==> src/rtl/inst_fetch_buffer_pkg.sv <==
// Shared widths, entry field layout and helpers for the instruction fetch buffer.
package inst_fetch_buffer_pkg;

  localparam int EXCP_W           = 7;
  localparam int FB_INST_LSB      = 0;
  localparam int FB_PC_LSB        = 32;
  localparam int FB_EXCP_FLAG_LSB = 64;
  localparam int FB_EXCEPTION_LSB = 65;
  localparam int FB_BADV_LSB      = 72;
  localparam int FB_ENTRY_W       = 104;

  // Number of slots in a valid pair; the illegal 2'b10 counts as empty.
  function automatic logic [1:0] slot_count(input logic [1:0] v);
    case (v)
      2'b01:   return 2'd1;
      2'b11:   return 2'd2;
      default: return 2'd0;
    endcase
  endfunction

  function automatic logic [FB_ENTRY_W-1:0] pack_entry(
    input logic [31:0]       inst,
    input logic [31:0]       pc,
    input logic              excp_flag,
    input logic [EXCP_W-1:0] exception,
    input logic [31:0]       badv
  );
    return {badv, exception, excp_flag, pc, inst};
  endfunction

endpackage

==> src/rtl/inst_fetch_buffer_entry_ram.sv <==
// Entry storage for the fetch buffer: two write ports, two asynchronous read ports.
// Storage is deliberately not reset; the pointers decide what is live.
module inst_fetch_buffer_entry_ram
  import inst_fetch_buffer_pkg::*;
#(
  parameter int DEPTH = 8,
  parameter int PTR_W = 3
) (
  input  logic                  clk_i,
  input  logic                  we0_i,
  input  logic [PTR_W-1:0]      waddr0_i,
  input  logic [FB_ENTRY_W-1:0] wdata0_i,
  input  logic                  we1_i,
  input  logic [PTR_W-1:0]      waddr1_i,
  input  logic [FB_ENTRY_W-1:0] wdata1_i,
  input  logic [PTR_W-1:0]      raddr0_i,
  input  logic [PTR_W-1:0]      raddr1_i,
  output logic [FB_ENTRY_W-1:0] rdata0_o,
  output logic [FB_ENTRY_W-1:0] rdata1_o
);

  logic [FB_ENTRY_W-1:0] mem_q [DEPTH];

  // Write both slots of an accepted pair; the two addresses are always distinct.
  always_ff @(posedge clk_i) begin
    if (we0_i) mem_q[waddr0_i] <= wdata0_i;
    if (we1_i) mem_q[waddr1_i] <= wdata1_i;
  end

  assign rdata0_o = mem_q[raddr0_i];
  assign rdata1_o = mem_q[raddr1_i];

endmodule

==> src/rtl/inst_fetch_buffer.sv <==
// Dual-issue instruction buffer between IF and ID with first-word fall-through
// presentation. Optional performance counters are built when FB_PERF_EN is defined.
module inst_fetch_buffer
  import inst_fetch_buffer_pkg::*;
#(
  parameter  int DEPTH = 8,
  localparam int PTR_W = $clog2(DEPTH)
) (
  input  logic              aclk,
  input  logic              areset,
  input  logic              flush,
  input  logic              if_readygo,
  output logic              fb_allowin,
  input  logic [1:0]        if_valid,
  input  logic [31:0]       if_inst0,
  input  logic [31:0]       if_inst1,
  input  logic [31:0]       if_pc0,
  input  logic [31:0]       if_pc1,
  input  logic [1:0]        if_excp_flag,
  input  logic [EXCP_W-1:0] if_exception,
  input  logic [31:0]       if_badv,
  output logic              fifo_readygo,
  input  logic              id_allowin,
  output logic [1:0]        fifo_id_valid,
  output logic [31:0]       fifo_id_inst0,
  output logic [31:0]       fifo_id_inst1,
  output logic [31:0]       fifo_id_pc0,
  output logic [31:0]       fifo_id_pc1,
  output logic [31:0]       fifo_id_pc_next,
  output logic [1:0]        fifo_id_excp_flag,
  output logic [EXCP_W-1:0] fifo_id_exception,
  output logic [31:0]       fifo_id_badv,
  output logic [31:0]       perf_full_cyc,
  output logic [31:0]       perf_empty_cyc
);

  localparam int CNT_W = PTR_W + 1;

  logic [PTR_W-1:0]      rd_ptr_q, rd_ptr_d, wr_ptr_q, wr_ptr_d;
  logic [CNT_W-1:0]      count_q, count_d, free_slots;
  logic [PTR_W-1:0]      wr_ptr_p1, rd_ptr_p1;
  logic [1:0]            push_n, pop_n;
  logic [FB_ENTRY_W-1:0] head0, head1;
  logic                  v0, v1, flag0, flag1;

  // Space check uses the registered count only, so a full buffer stalls IF
  // even in a cycle where ID is draining it.
  assign free_slots = CNT_W'(DEPTH) - count_q;
  assign fb_allowin = (free_slots >= CNT_W'(2)) & ~flush;
  assign push_n     = (if_readygo & fb_allowin) ? slot_count(if_valid) : 2'd0;
  assign wr_ptr_p1  = wr_ptr_q + PTR_W'(1);
  assign rd_ptr_p1  = rd_ptr_q + PTR_W'(1);

  inst_fetch_buffer_entry_ram #(.DEPTH(DEPTH), .PTR_W(PTR_W)) u_entry_ram (
    .clk_i    (aclk),
    .we0_i    (push_n != 2'd0),
    .waddr0_i (wr_ptr_q),
    .wdata0_i (pack_entry(if_inst0, if_pc0, if_excp_flag[0], if_exception, if_badv)),
    .we1_i    (push_n == 2'd2),
    .waddr1_i (wr_ptr_p1),
    .wdata1_i (pack_entry(if_inst1, if_pc1, if_excp_flag[1], if_exception, if_badv)),
    .raddr0_i (rd_ptr_q),
    .raddr1_i (rd_ptr_p1),
    .rdata0_o (head0),
    .rdata1_o (head1)
  );

  assign flag0 = head0[FB_EXCP_FLAG_LSB];
  assign flag1 = head1[FB_EXCP_FLAG_LSB];

  // An excepting head instruction is issued alone so ID never pairs it.
  assign v0 = (count_q != '0) & ~flush;
  assign v1 = (count_q >= CNT_W'(2)) & ~flush & ~flag0;

  assign fifo_readygo      = v0;
  assign fifo_id_valid     = {v1, v0};
  assign pop_n             = (v0 & id_allowin) ? slot_count({v1, v0}) : 2'd0;
  assign fifo_id_inst0     = v0 ? head0[FB_INST_LSB +: 32] : '0;
  assign fifo_id_inst1     = v1 ? head1[FB_INST_LSB +: 32] : '0;
  assign fifo_id_pc0       = v0 ? head0[FB_PC_LSB +: 32] : '0;
  assign fifo_id_pc1       = v1 ? head1[FB_PC_LSB +: 32] : '0;
  assign fifo_id_excp_flag = {v1 & flag1, v0 & flag0};

  // Report the exception of the oldest presented excepting slot, and the fall-through PC.
  always_comb begin
    fifo_id_exception = '0;
    fifo_id_badv      = '0;
    fifo_id_pc_next   = '0;
    if (v0 & flag0) begin
      fifo_id_exception = head0[FB_EXCEPTION_LSB +: EXCP_W];
      fifo_id_badv      = head0[FB_BADV_LSB +: 32];
    end else if (v1 & flag1) begin
      fifo_id_exception = head1[FB_EXCEPTION_LSB +: EXCP_W];
      fifo_id_badv      = head1[FB_BADV_LSB +: 32];
    end
    if (v1)      fifo_id_pc_next = head1[FB_PC_LSB +: 32] + 32'd4;
    else if (v0) fifo_id_pc_next = head0[FB_PC_LSB +: 32] + 32'd4;
  end

  // Next pointers/count; flush overrides any push or pop in the same cycle.
  always_comb begin
    rd_ptr_d = rd_ptr_q + PTR_W'(pop_n);
    wr_ptr_d = wr_ptr_q + PTR_W'(push_n);
    count_d  = count_q + CNT_W'(push_n) - CNT_W'(pop_n);
    if (flush) begin
      rd_ptr_d = '0;
      wr_ptr_d = '0;
      count_d  = '0;
    end
  end

  // Pointer and occupancy registers.
  always_ff @(posedge aclk or posedge areset) begin
    if (areset) begin
      rd_ptr_q <= '0;
      wr_ptr_q <= '0;
      count_q  <= '0;
    end else begin
      rd_ptr_q <= rd_ptr_d;
      wr_ptr_q <= wr_ptr_d;
      count_q  <= count_d;
    end
  end

`ifdef FB_PERF_EN
  logic [31:0] perf_full_q, perf_empty_q;

  // Saturating stall/starve counters; only reset clears them, flush does not.
  always_ff @(posedge aclk or posedge areset) begin
    if (areset) begin
      perf_full_q  <= '0;
      perf_empty_q <= '0;
    end else begin
      if (if_readygo & ~fb_allowin & (perf_full_q != '1))
        perf_full_q <= perf_full_q + 32'd1;
      if ((count_q == '0) & id_allowin & (perf_empty_q != '1))
        perf_empty_q <= perf_empty_q + 32'd1;
    end
  end

  assign perf_full_cyc  = perf_full_q;
  assign perf_empty_cyc = perf_empty_q;
`else
  assign perf_full_cyc  = '0;
  assign perf_empty_cyc = '0;
`endif

  a_no_slot1_only: assert property (@(posedge aclk) disable iff (areset)
    if_readygo |-> (if_valid != 2'b10));

endmodule

==> config.mk <==
export PLATFORM = sky130hd
export DESIGN_NAME = inst_fetch_buffer
export DESIGN_NICKNAME = d
export VERILOG_FILES = /design/src/rtl/inst_fetch_buffer_pkg.sv /design/src/rtl/inst_fetch_buffer_entry_ram.sv /design/src/rtl/inst_fetch_buffer.sv
export SDC_FILE = /design/constraint.sdc
export NUM_CORES = 2
export LEC_CHECK = 0
export ABC_CLOCK_PERIOD_IN_PS = 11520
export CAP_MARGIN = 20
export CORE_ASPECT_RATIO = 0.7
export CORE_MARGIN = 2
export CORE_UTILIZATION = 35
export CTS_BUF_LIST = sky130_fd_sc_hd__clkbuf_8 sky130_fd_sc_hd__clkbuf_16
export DETAILED_ROUTE_END_ITERATION = 6
export GPL_TIMING_DRIVEN = 0
export PLACE_DENSITY = 0.51
export SLEW_MARGIN = 20
export SYNTH_ARGS = -nofsm -noshare
export SYNTH_HDL_FRONTEND = slang
export SYNTH_SLANG_ARGS = --single-unit
==> constraint.sdc <==
create_clock -name aclk -period 11.52 [get_ports aclk]
set_input_delay 2.304 -clock aclk [delete_from_list [all_inputs] [get_ports aclk]]
set_output_delay 2.304 -clock aclk [all_outputs]
set_load 0.02 [all_outputs]
==> flow_summary.yaml <==
clocking:
  cts_made_buffers: 91
  post_cts_resized: 0
  h-tree-depth: 3
  root_buffer: "clkbuf_16"
  hold_buffers: 0
  clk_latency_ns: 0.70
  clockBufferDepth: 3
  cts_setup_buffers: 0
  cts.sinks: 842
  clk_pin_slew_worst_paths_ns: 0.06
  cts_tree: "built"
grt:
  grt_max_degree: 18
  grt_pass1_wl_mm: 235
  overflow: 0
  track_usage_pct: 24.3
  antenna_found_initial: 34
  grt_pass1_vias: 31594
critical_path:
  worstPathMaxFanout: 10
  worstReg2RegEnd: "count_q[3]$_DFF_PP0_"
  slowest_stage: "clkbuf_1"
  crit_buf_inv: 9
  cp.arrival_ns: 6.79
  critPathKind: "reg2out"
  required_ns: 9.22
  worstSetupEndpointType: "primary output"
  path_delay_family: "buffers and inverters"
  r2r_slack_ns: 5.89
  reg2reg_depth: 15
  crit_path_start_kind: "register"
  rr_startpoint: "rd_ptr_q[1]$_DFF_PP0_"
  worstPathCellList: "buf_4 > buf_4 > buf_4 > buf_2 > buf_2 > buf_2 > mux4_2 > nand2_1 > nand2_1 > nand2_1 > clkbuf_1 > clkbuf_1 > o22ai_1 > clkdlybuf4s50_1"
  cp.depth: 14
  slowest_delay_ns: 0.72
timing:
  max_slew.worst_pin.slew_ns: 1.23
  min_period_ns: 9.10
  min_period_over_period_pct: 79.0
  slew_violations: 0
  finalHoldViolations: 0
  setup_viol: 0
  rsz0062_at_grt: "no"
  layout_setup_ws_ns: 2.42
  slew-limit-headroom_pct: 17.8
  skew_ns: 0.0307
  max_clock_freq_ghz: 0.110
floorplanning:
  die_w_um: 442
  die_h_um: 310
  coreArea_um2: 133000
  die_area_um2: 137000
  ioPinCount: 445
  rows: 112
  initial_core_util_pct: 35.2
routing:
  detail-route-antenna-nets: 0
  drt_wl_total_mm: 169
  avgViaCountPerCell: 5.80
  dr.first_iter.drc_count: 3284
  dr.pass1.iters: 5
  remaining_drc_errors: 0
  wl_per_cell_um: 32.1
  num_vias: 30582
logic_synthesis:
  synth_edf_count: 832
  yosys_warnings: 0
  synth_seq_cells: 842
  synth.distinct_cells: 57
  yosys_most_used_dff: "edfxtp_1"
  syn-instance-count: 2798
  syn-cell-area_um2: 46900
  postSynthAreaPerCell_um2: 16.8
  synthArstFlopShare_pct: 1.19
  yosysSeqAreaShare_pct: 53.8
layout:
  syn_to_final_growth_pct: 23.5
  multi_input_area_um2: 20400
  drive_above_1_share_pct: 37.6
  nets: 3608
  regArea_um2: 25200
  nFillCells: 11775
  layout_common_cells: "edfxtp_1, mux2_2, mux4_2"
  layout_commonest_cell: "edfxtp_1"
placed_design:
  dp_slack_ns: 3.04
  place_congestion: 0.899
  dpl.hpwl_mm: 121
  portBuffers: 380
min_path:
  hp-start: "rd_ptr_q[0]$_DFF_PP0_"
  whs_endpoint: "rd_ptr_q[0]$_DFF_PP0_"
  min_path_type: "reg2reg"
  whs_path_depth: 2
job:
  cap_violations: 0
power_and_ir_drop:
  power.density_nw_per_um2: 172
  peakVddDrop_mv: 0.100
  finalPower_w: 0.00996
  power_leakage_nw: 18.3
outcome:
  status: "finished clean"
-- Yosys cell counts (2+ instances only) --
library cell / n / area [um2]
inv_1: 25 / 93.8
nor4_1: 15 / 93.8
nand4b_1: 3 / 26.3
or3_1: 3 / 18.8
o32ai_1: 2 / 17.5
clkbuf_1: 99 / 372
nor4_2: 2 / 25.0
nor3b_1: 2 / 15.0
or4_1: 3 / 22.5
and3_1: 5 / 31.3
mux2_2: 510 / 5740
o21a_1: 2 / 15.0
fa_1: 4 / 80.1
xor2_1: 24 / 210
nand3_1: 17 / 85.1
a21o_1: 5 / 37.5
xnor2_1: 34 / 298
mux4_2: 405 / 9120
mux2i_1: 203 / 2030
edfxtp_1: 832 / 25000
buf_1: 23 / 86.3
nor4_4: 2 / 42.5
a21oi_1: 37 / 185
and2_1: 5 / 31.3
buf_6: 5 / 56.3
dfrtp_1: 10 / 250
mux2_1: 14 / 158
o31ai_1: 3 / 22.5
o21bai_1: 2 / 15.0
nand3b_1: 4 / 30.0
or2_1: 3 / 18.8
nor2_1: 115 / 432
buf_2: 72 / 360
buf_4: 76 / 571
nor3_1: 19 / 95.1
ha_1: 14 / 175
nand2b_1: 3 / 18.8
nand4_1: 8 / 50.1
o22ai_1: 64 / 400
o21ai_0: 5 / 25.0
nor2b_1: 7 / 43.8
nand2_1: 97 / 364
-- per-layer routing --
metal,GRT usage [%],wire (um),vias to the layer above
met5,0,123,-
met1,33.7,71900,16354
met3,4.32,11500,274
met2,38.8,80900,1317
li1,-,-,12617
met4,7.99,4830,20
-- stage by stage --
step           instances  hold WS, ns  setup TNS (ns)  util, %  area (um2)
2_1_floorplan       2861        0.615               0        -       47100
3_3_place_gp        5008        0.640        -7053.41     39.9       53200
3_5_place_dp        5088        0.644               0     41.3       55000
4_1_cts             5250        0.660               0     43.5       57900
5_1_grt             5267        0.710               0     43.5       57900
6_report            5269        0.661               0     43.5       57900
-- layout make-up --
class,instances,area share [%]
Tap cell,1767,3.82
Sequential cell,842,43.6
Clock inverter,68,0.963
Multi-Input combinational cell,1716,35.3
Inverter,26,0.168
Antenna cell,19,0.0821
Clock buffer,94,4.06
Buffer,277,2.57
Timing Repair Buffer,460,9.49
-- how the worst max path moves through the flow --
stage                          startpoint                                 end  slack [ns]
finish              rd_ptr_q[0]$_DFF_PP0_                fifo_id_exception[2]        2.42
global route        rd_ptr_q[0]$_DFF_PP0_                fifo_id_exception[2]        2.13
CTS                 rd_ptr_q[0]$_DFF_PP0_                fifo_id_exception[2]        2.29
detailed placement  rd_ptr_q[0]$_DFF_PP0_                fifo_id_exception[2]        3.04
global placement                    flush  u_entry_ram.mem_q[0][84]$_DFFE_PP_      -12.05
floorplan                           flush   u_entry_ram.mem_q[2][0]$_DFFE_PP_        0.08
-- logic make-up (layout without fill, tap and decap cells) --
kind of cell | after synthesis | count (layout) | synth area share, %
AO/OA/AOI/OAI | 125 | 125 | 1.62
AND/OR/NAND/NOR | 318 | 318 | 3.20
XOR/XNOR | 59 | 59 | 1.12
buffers and inverters | 303 | 925 | 3.35
other | 1 | 83 | 0.00800
adder cells (fa/ha/maj) | 18 | 18 | 0.544
flip-flops | 842 | 842 | 53.8
multiplexers | 1132 | 1132 | 36.4
-- worst register-to-register path, stage by stage, from the launching register on --
cell,delay [ns]
dfrtp_1,0.40
buf_2,0.36
buf_2,0.54
mux4_2,0.32
mux2_2,0.20
a311o_1,0.24
clkbuf_1,0.88
clkbuf_1,0.99
and3_1,0.44
ha_1,0.19
inv_1,0.07
ha_1,0.30
a21o_1,0.17
a21oi_1,0.21
xnor2_1,0.15
nor2_1,0.06
-- state kept, by name, summed over array words and instances (netlist names) --
register	count
count_q	4
rd_ptr_q	3
u_entry_ram.mem_q	832
wr_ptr_q	3
-- where the power goes --
part           leakage [nW]  switching (W)  internal (W)
Sequential             7.64      0.0000363       0.00346
Clock                  1.51        0.00124       0.00169
Combinational          9.15        0.00199       0.00154
(Power assumes the default switching activity.)
